===== src/rtl/trace_dumper_pkg.sv =====
// Shared constants, FSM state type and record packing helper for the trace
// dump path that drains mem_tracer into a byte stream.
package trace_dumper_pkg;

    localparam int TRACE_EN_BIT    = 0;
    localparam int TRACE_FLUSH_BIT = 1;

    localparam logic [1:0] TRACE_FLD_ADDR = 2'd0;
    localparam logic [1:0] TRACE_FLD_DATA = 2'd1;
    localparam logic [1:0] TRACE_FLD_WE   = 2'd2;

    localparam int TRACE_REC_BYTES = 9;
    localparam int TRACE_REC_WIDTH = 65;

    typedef enum logic [2:0] {
        IDLE    = 3'd0,
        RD_REQ  = 3'd1,
        RD_WAIT = 3'd2,
        SEND    = 3'd3,
        FLUSH   = 3'd4,
        DONE    = 3'd5
    } trace_dump_state_t;

    function automatic logic [TRACE_REC_WIDTH-1:0] rec_pack(input logic flag,
                                                            input logic [31:0] data,
                                                            input logic [31:0] addr);
        return {flag, data, addr};
    endfunction

endpackage


===== src/rtl/mem_split32.sv =====
// Split-transaction 32-bit memory port: request/ack handshake, response later.
interface MemSplit32;
    logic        req;
    logic        ack;
    logic        we;
    logic [31:0] addr;
    logic [31:0] rdata;
    logic        resp;

    modport master (output req, we, addr, input ack, rdata, resp);
    modport slave  (input req, we, addr, output ack, rdata, resp);
endinterface


===== src/rtl/trace_rec_ser.sv =====
// Serializes one 65-bit trace record {flag, data, addr} into nine bytes,
// least-significant byte first, over a registered valid/ready stream.
module trace_rec_ser
    import trace_dumper_pkg::*;
(
    input  logic                       clk,
    input  logic                       rst_n,
    input  logic                       load,
    input  logic [TRACE_REC_WIDTH-1:0] rec,
    input  logic                       ready,
    output logic                       valid,
    output logic [7:0]                 data,
    output logic                       last
);

    localparam logic [3:0] LAST_BYTE = 4'(TRACE_REC_BYTES - 1);

    // Bytes still waiting behind the one currently presented on data_r.
    logic [63:0] sr_r;
    logic [3:0]  cnt_r;
    logic        valid_r;
    logic [7:0]  data_r;

    // Byte shifter: load presents byte 0, each accepted byte presents the next.
    always_ff @(posedge clk or negedge rst_n) begin
        if (!rst_n) begin
            sr_r    <= 64'd0;
            cnt_r   <= 4'd0;
            valid_r <= 1'b0;
            data_r  <= 8'd0;
        end else if (load) begin
            sr_r    <= {7'd0, rec[TRACE_REC_WIDTH-1:8]};
            cnt_r   <= 4'd0;
            valid_r <= 1'b1;
            data_r  <= rec[7:0];
        end else if (valid_r && ready) begin
            if (cnt_r == LAST_BYTE) begin
                cnt_r   <= 4'd0;
                valid_r <= 1'b0;
            end else begin
                cnt_r   <= cnt_r + 4'd1;
                sr_r    <= {8'd0, sr_r[63:8]};
                data_r  <= sr_r[7:0];
            end
        end else begin
            cnt_r   <= cnt_r;
            valid_r <= valid_r;
        end
    end

    assign valid = valid_r;
    assign data  = data_r;
    assign last  = valid_r & ready & (cnt_r == LAST_BYTE);

endmodule


===== src/rtl/trace_dumper.sv =====
// Freezes mem_tracer capture, reads every record oldest-first over the split
// read port, streams each as nine bytes, then flushes the trace buffer.
module trace_dumper
    import trace_dumper_pkg::*;
#(
    parameter int CAPACITY = 256
) (
    input  logic        clk,
    input  logic        rst_n,
    input  logic        trace_en_i,
    input  logic        start_i,
    output logic        busy_o,
    output logic        done_o,
    output logic [3:0]  trace_ctrl_o,
    input  logic        trace_flush_end_i,
    MemSplit32.master   trc_if,
    output logic        dout_valid_o,
    input  logic        dout_ready_i,
    output logic [7:0]  dout_data_o
);

    localparam int            AW         = $clog2(CAPACITY);
    localparam logic [AW-1:0] LAST_ENTRY = AW'(CAPACITY - 1);

    trace_dump_state_t          state_r;
    logic [AW-1:0]              entry_r;
    logic [1:0]                 field_r;
    logic [31:0]                addr_r;
    logic [31:0]                data_r;
    logic                       req_r;
    logic                       en_r;
    logic                       flush_r;
    logic                       busy_r;
    logic                       done_r;
    logic                       load_s;
    logic                       last_s;
    logic [TRACE_REC_WIDTH-1:0] rec_s;
    logic [31:0]                addr_s;
    logic [3:0]                 ctrl_s;

    // The flag word feeds the serializer straight from rdata, so the record
    // loads on the same edge that completes the third read.
    assign load_s = (state_r == RD_WAIT) && trc_if.resp && (field_r == TRACE_FLD_WE);
    assign rec_s  = rec_pack(trc_if.rdata[0], data_r, addr_r);

    // Tracer-select bit, relative entry index and field select form the read address.
    always_comb begin
        addr_s             = 32'd0;
        addr_s[AW+2]       = 1'b1;
        addr_s[AW+1:2]     = entry_r;
        addr_s[1:0]        = field_r;
    end

    // Only the enable and flush bits are ever driven toward the tracer.
    always_comb begin
        ctrl_s                  = 4'd0;
        ctrl_s[TRACE_EN_BIT]    = en_r;
        ctrl_s[TRACE_FLUSH_BIT] = flush_r;
    end

    // Dump sequencer with registered req, control bits, busy and done.
    always_ff @(posedge clk or negedge rst_n) begin
        if (!rst_n) begin
            state_r <= IDLE;
            entry_r <= '0;
            field_r <= TRACE_FLD_ADDR;
            addr_r  <= 32'd0;
            data_r  <= 32'd0;
            req_r   <= 1'b0;
            en_r    <= 1'b0;
            flush_r <= 1'b0;
            busy_r  <= 1'b0;
            done_r  <= 1'b0;
        end else begin
            en_r   <= 1'b0;
            done_r <= 1'b0;
            case (state_r)
                IDLE: begin
                    if (start_i) begin
                        state_r <= RD_REQ;
                        entry_r <= '0;
                        field_r <= TRACE_FLD_ADDR;
                        req_r   <= 1'b1;
                        busy_r  <= 1'b1;
                    end else begin
                        en_r    <= trace_en_i;
                    end
                end
                RD_REQ: begin
                    if (trc_if.ack) begin
                        req_r   <= 1'b0;
                        state_r <= RD_WAIT;
                    end else begin
                        req_r   <= 1'b1;
                    end
                end
                RD_WAIT: begin
                    // resp is honoured only here; elsewhere it is stray and ignored.
                    if (trc_if.resp) begin
                        case (field_r)
                            TRACE_FLD_ADDR: addr_r <= trc_if.rdata;
                            TRACE_FLD_DATA: data_r <= trc_if.rdata;
                            default:        data_r <= data_r;
                        endcase
                        if (field_r < TRACE_FLD_WE) begin
                            field_r <= field_r + 2'd1;
                            req_r   <= 1'b1;
                            state_r <= RD_REQ;
                        end else begin
                            state_r <= SEND;
                        end
                    end
                end
                SEND: begin
                    if (last_s) begin
                        if (entry_r == LAST_ENTRY) begin
                            flush_r <= 1'b1;
                            state_r <= FLUSH;
                        end else begin
                            entry_r <= entry_r + AW'(1);
                            field_r <= TRACE_FLD_ADDR;
                            req_r   <= 1'b1;
                            state_r <= RD_REQ;
                        end
                    end
                end
                FLUSH: begin
                    if (trace_flush_end_i) begin
                        flush_r <= 1'b0;
                        done_r  <= 1'b1;
                        state_r <= DONE;
                    end
                end
                DONE: begin
                    busy_r  <= 1'b0;
                    en_r    <= trace_en_i;
                    state_r <= IDLE;
                end
                default: begin
                    req_r   <= 1'b0;
                    flush_r <= 1'b0;
                    busy_r  <= 1'b0;
                    state_r <= IDLE;
                end
            endcase
        end
    end

    trace_rec_ser u_ser (
        .clk   (clk),
        .rst_n (rst_n),
        .load  (load_s),
        .rec   (rec_s),
        .ready (dout_ready_i),
        .valid (dout_valid_o),
        .data  (dout_data_o),
        .last  (last_s)
    );

    assign trc_if.req   = req_r;
    assign trc_if.we    = 1'b0;
    assign trc_if.addr  = addr_s;
    assign trace_ctrl_o = ctrl_s;
    assign busy_o       = busy_r;
    assign done_o       = done_r;

endmodule


===== src/flat_wrapper.sv =====
// flat-port wrapper written by rule: the top's interface ports become plain ports
module trace_dumper_flat import trace_dumper_pkg::*;
#(
    parameter int CAPACITY = 256
)
  (clk, rst_n, trace_en_i, start_i, busy_o, done_o, trace_ctrl_o, trace_flush_end_i, dout_valid_o, dout_ready_i, dout_data_o, trc_if_req, trc_if_we, trc_if_addr, trc_if_ack, trc_if_rdata, trc_if_resp);
  MemSplit32 trc_if_i ();
  input  logic clk;
  input  logic rst_n;
  input  logic trace_en_i;
  input  logic start_i;
  output logic busy_o;
  output logic done_o;
  output logic [3:0] trace_ctrl_o;
  input  logic trace_flush_end_i;
  output logic dout_valid_o;
  input  logic dout_ready_i;
  output logic [7:0] dout_data_o;
  output wire logic [$bits(trc_if_i.req)-1:0] trc_if_req;
  output wire logic [$bits(trc_if_i.we)-1:0] trc_if_we;
  output wire logic [$bits(trc_if_i.addr)-1:0] trc_if_addr;
  input wire logic [$bits(trc_if_i.ack)-1:0] trc_if_ack;
  input wire logic [$bits(trc_if_i.rdata)-1:0] trc_if_rdata;
  input wire logic [$bits(trc_if_i.resp)-1:0] trc_if_resp;
  assign trc_if_req = trc_if_i.req;
  assign trc_if_we = trc_if_i.we;
  assign trc_if_addr = trc_if_i.addr;
  assign trc_if_i.ack = trc_if_ack;
  assign trc_if_i.rdata = trc_if_rdata;
  assign trc_if_i.resp = trc_if_resp;
  trace_dumper #(.CAPACITY(CAPACITY)) u_core (.clk(clk), .rst_n(rst_n), .trace_en_i(trace_en_i), .start_i(start_i), .busy_o(busy_o), .done_o(done_o), .trace_ctrl_o(trace_ctrl_o), .trace_flush_end_i(trace_flush_end_i), .trc_if(trc_if_i), .dout_valid_o(dout_valid_o), .dout_ready_i(dout_ready_i), .dout_data_o(dout_data_o));
endmodule

===== config.mk =====
export PLATFORM = sky130hd
export DESIGN_NAME = trace_dumper_flat
export DESIGN_NICKNAME = d
export VERILOG_FILES = /design/src/rtl/trace_dumper_pkg.sv /design/src/rtl/mem_split32.sv /design/src/rtl/trace_rec_ser.sv /design/src/rtl/trace_dumper.sv /design/src/flat_wrapper.sv
export SDC_FILE = /design/constraint.sdc
export NUM_CORES = 1
export LEC_CHECK = 0
export BUFFER_PORTS_ARGS = -buffer_cell sky130_fd_sc_hd__buf_2
export CAP_MARGIN = 20
export CORE_MARGIN = 4
export CORE_UTILIZATION = 35
export CTS_BUF_LIST = sky130_fd_sc_hd__clkbuf_2 sky130_fd_sc_hd__clkbuf_4 sky130_fd_sc_hd__clkbuf_8
export CTS_CLUSTER_SIZE = 12
export DETAILED_ROUTE_END_ITERATION = 7
export PLACE_DENSITY = 0.6
export SLEW_MARGIN = 40
export SYNTH_ARGS = -nofsm -noshare
export SYNTH_HDL_FRONTEND = slang
export SYNTH_SLANG_ARGS = --single-unit
export TNS_END_PERCENT = 1

===== constraint.sdc =====
create_clock -name clk -period 6.2 [get_ports clk]
set_clock_uncertainty 0.15 [all_clocks]
set_input_delay 1.24 -clock clk [delete_from_list [all_inputs] [get_ports clk]]
set_output_delay 1.24 -clock clk [all_outputs]
set_load 0.01 [all_outputs]

==> out/qor.yml <==
fin_util_pct: 39.83
regToRegStartpoint: "u_core.state_r[0]"
synth-edff-count: 0
grt_pass1_wl_um: 22170
timing.critical_path.buf_inv: 1
cts_sinks: 152
layout_common_cells: "dfrtp_1 (152), nand2_1 (85), o21ai_0 (70)"
insertion_delay_ns: 0.45
synth_warnings: 0
dieHeight_um: 148.7
netlist_instances: 599
ir_drop_mv: 0.1541
grt_usage_pct: 12.39
cts_root_buffer: "clkbuf_8"
synth-simple-area-share_pct: 8.362
drc_errors: 0
slew_viol_final: 0
dpl.hpwl_um: 8494
setup_tns_ns: 0
async_flop_share_pct: 100.0
n_fill_cell: 1874
path_max_fanout: 71
synthXorXnorAreaFrac_pct: 0
crit_chain: "nor3b_2 > and3_4 > buf_4 > o21ai_0"
stdcell_area_um2: 7751
synth_seq_cells: 152
yosys.area_share.adder_pct: 1.084
diodes: 0
slowest_stage: "and3_4"
finalSetupViolations: 0
cp_data_required_time_ns: 6.34
drive_gt1_share_pct: 26.11
io_pins: 89
period_needed_ns: 2.876
cts_tree: "built"
fp.dieW_um: 148.7
numCtsBuffers: 17
power_leakage_uw: 0.004058
tightest_slew_ns: 0.7308
overflow: 0
drt_iter0_drc: 199
routed-via-count: 4445
cts_hold_buf: 0
placed_area_um2: 7302
vias_per_cell: 4.832
routed_wl_um: 13120
cpLargestDelayFamily: "simple AND/OR/NAND/NOR gates"
max_freq_mhz: 347.7
hold_violations: 0
syn_area_per_cell_um2: 11.57
hp-start: "u_core.data_r[15]"
clock_path_buffers: 2
critical_path_class: "reg -> reg"
synth_compound_area_share_pct: 9.355
final_cells: 920
post-route-period-util_pct: 46.39
arrival_ns: 3.01
grt_pass1_vias: 4473
cts_setup_buffers: 0
startpoint_type: "flop"
endpoint_kind: "flop"
wl_per_cell_um: 14.27
synth_top_family_by_area: "multiplexers"
hold_path.class: "reg -> reg"
ys_types: 45
area_growth_pct: 11.88
antenna_left: 0
grt_max_degree: 90
syn_area_um2: 6928
gp_congestion: 0.7666
start_util_pct: 35.60
io_buffers: 63
clkTransAtPathRegs_ns: 0.09
slew_headroom_pct: 51.28
num_rows: 51
cts_max_level: 4
synth-main-ff-cell: "dfrtp_1"
muxShareOfSynthArea_pct: 19.45
rsz0062_at_grt: "no"
regArea_um2: 3804
p_per_area_nw_per_um2: 350.0
dr.pass1.iters: 4
worstSetupStartpoint: "u_core.state_r[0]"
multiInputGateArea_um2: 2785
nets: 689
yosysSeqAreaShare_pct: 54.90
status: "complete, no violations"
antenna_found_initial: 3
ctsResizeCount: 0
dieArea_um2: 22110
cp_slowest_stage_delay_ns: 0.67
max_cap_violations: 0
dp.cells: 889
core_um2: 19460
final_common_cell: "dfrtp_1"
-- worst reg2reg max path, cell delays in order (launching register included) --
cell and delay (ns):
dfrtp_1 0.60, nor3b_2 0.49, and3_4 0.67, buf_4 0.62, o21ai_0 0.20
-- synth_stat cells (2+ instances only) --
cell / number / area, µm²
o21ai_1: 7 / 35.03
mux2i_1: 60 / 600.6
mux2_2: 65 / 732.0
a211oi_1: 5 / 37.54
clkbuf_1: 9 / 33.78
a41oi_1: 4 / 35.03
buf_2: 15 / 75.07
a21oi_1: 10 / 50.05
nand2b_1: 3 / 18.77
nand3_1: 5 / 25.02
a31oi_1: 4 / 25.02
nor4_1: 2 / 12.51
nand2_1: 85 / 319.1
a21o_1: 4 / 30.03
and3_1: 4 / 25.02
dfrtp_1: 152 / 3804
buf_6: 3 / 33.78
o21ai_0: 70 / 350.3
nor3_1: 5 / 25.02
and2_1: 3 / 18.77
ha_1: 6 / 75.07
buf_4: 35 / 262.8
nor2_1: 8 / 30.03
nor2b_1: 4 / 25.02
conb_1: 2 / 7.510
clkbuf_8: 2 / 27.53
inv_1: 9 / 33.78
-- state kept, by name, summed over array words and instances (netlist names), 2 cells and up --
register and flops:
u_core.addr_r 32, u_core.u_ser.cnt_r 4, u_core.state_r 3, u_core.u_ser.sr_r 57
u_core.data_r 32, u_core.u_ser.data 8, u_core.field_r 2, u_core.entry_r 8
-- final timing paths --
check	endpoint	slack, ns	depth (start not counted)
worst max-delay path	u_core.u_ser.sr_r[26]	3.32	4
worst min-delay path	u_core.u_ser.sr_r[39]	0.32	2
worst max register to register	u_core.u_ser.sr_r[26]	3.32	4
worst min register to register	u_core.u_ser.sr_r[39]	0.32	2
max in group asynchronous	u_core.addr_r[28]	4.18	2
min in group asynchronous	u_core.entry_r[3]	0.68	1
-- stage by stage --
step	total power [µW]	hold slack, ns	setup WS [ns]
global route	2879	0.3414	3.067
finish	2713	0.3211	3.324
CTS	2745	0.3282	3.315
detailed placement	1904	0.3146	2.984
floorplan	1746	0.2944	3.630
global placement	1867	0.3100	3.106
-- area by class of cell --
type,instances,area share [%]
Sequential cell,152,49.07
Tap cell,265,4.278
Timing Repair Buffer,66,4.568
Clock buffer,21,3.567
Multi-Input combinational cell,397,35.93
Inverter,9,0.4358
Clock inverter,10,2.147
-- logic make-up after synthesis --
kind of cell,count (synthesis)
flip-flops,152
AND/OR/NAND/NOR,128
multiplexers,126
AO/OA/AOI/OAI,112
buffers and inverters,73
adder cells (fa/ha/maj),6
other,2
-- power by group --
group	total, µW	leakage [µW]	internal, µW	switching (µW)
clock network	835	0.000220	470	365
registers	1360	0.00206	1210	150
logic	514	0.00178	265	249
total	2710	0.00406	1950	764
-- layer usage --
layer / vias to the layer above / track usage (%) / wire length (µm)
met5: - / 0 / 25
met4: 6 / 3.326 / 117
met3: 15 / 4.144 / 641
met2: 89 / 18.82 / 5976
met1: 2210 / 17.08 / 6362
li1: 2125 / - / -
Note: power is estimated with default switching activity, not from simulation.
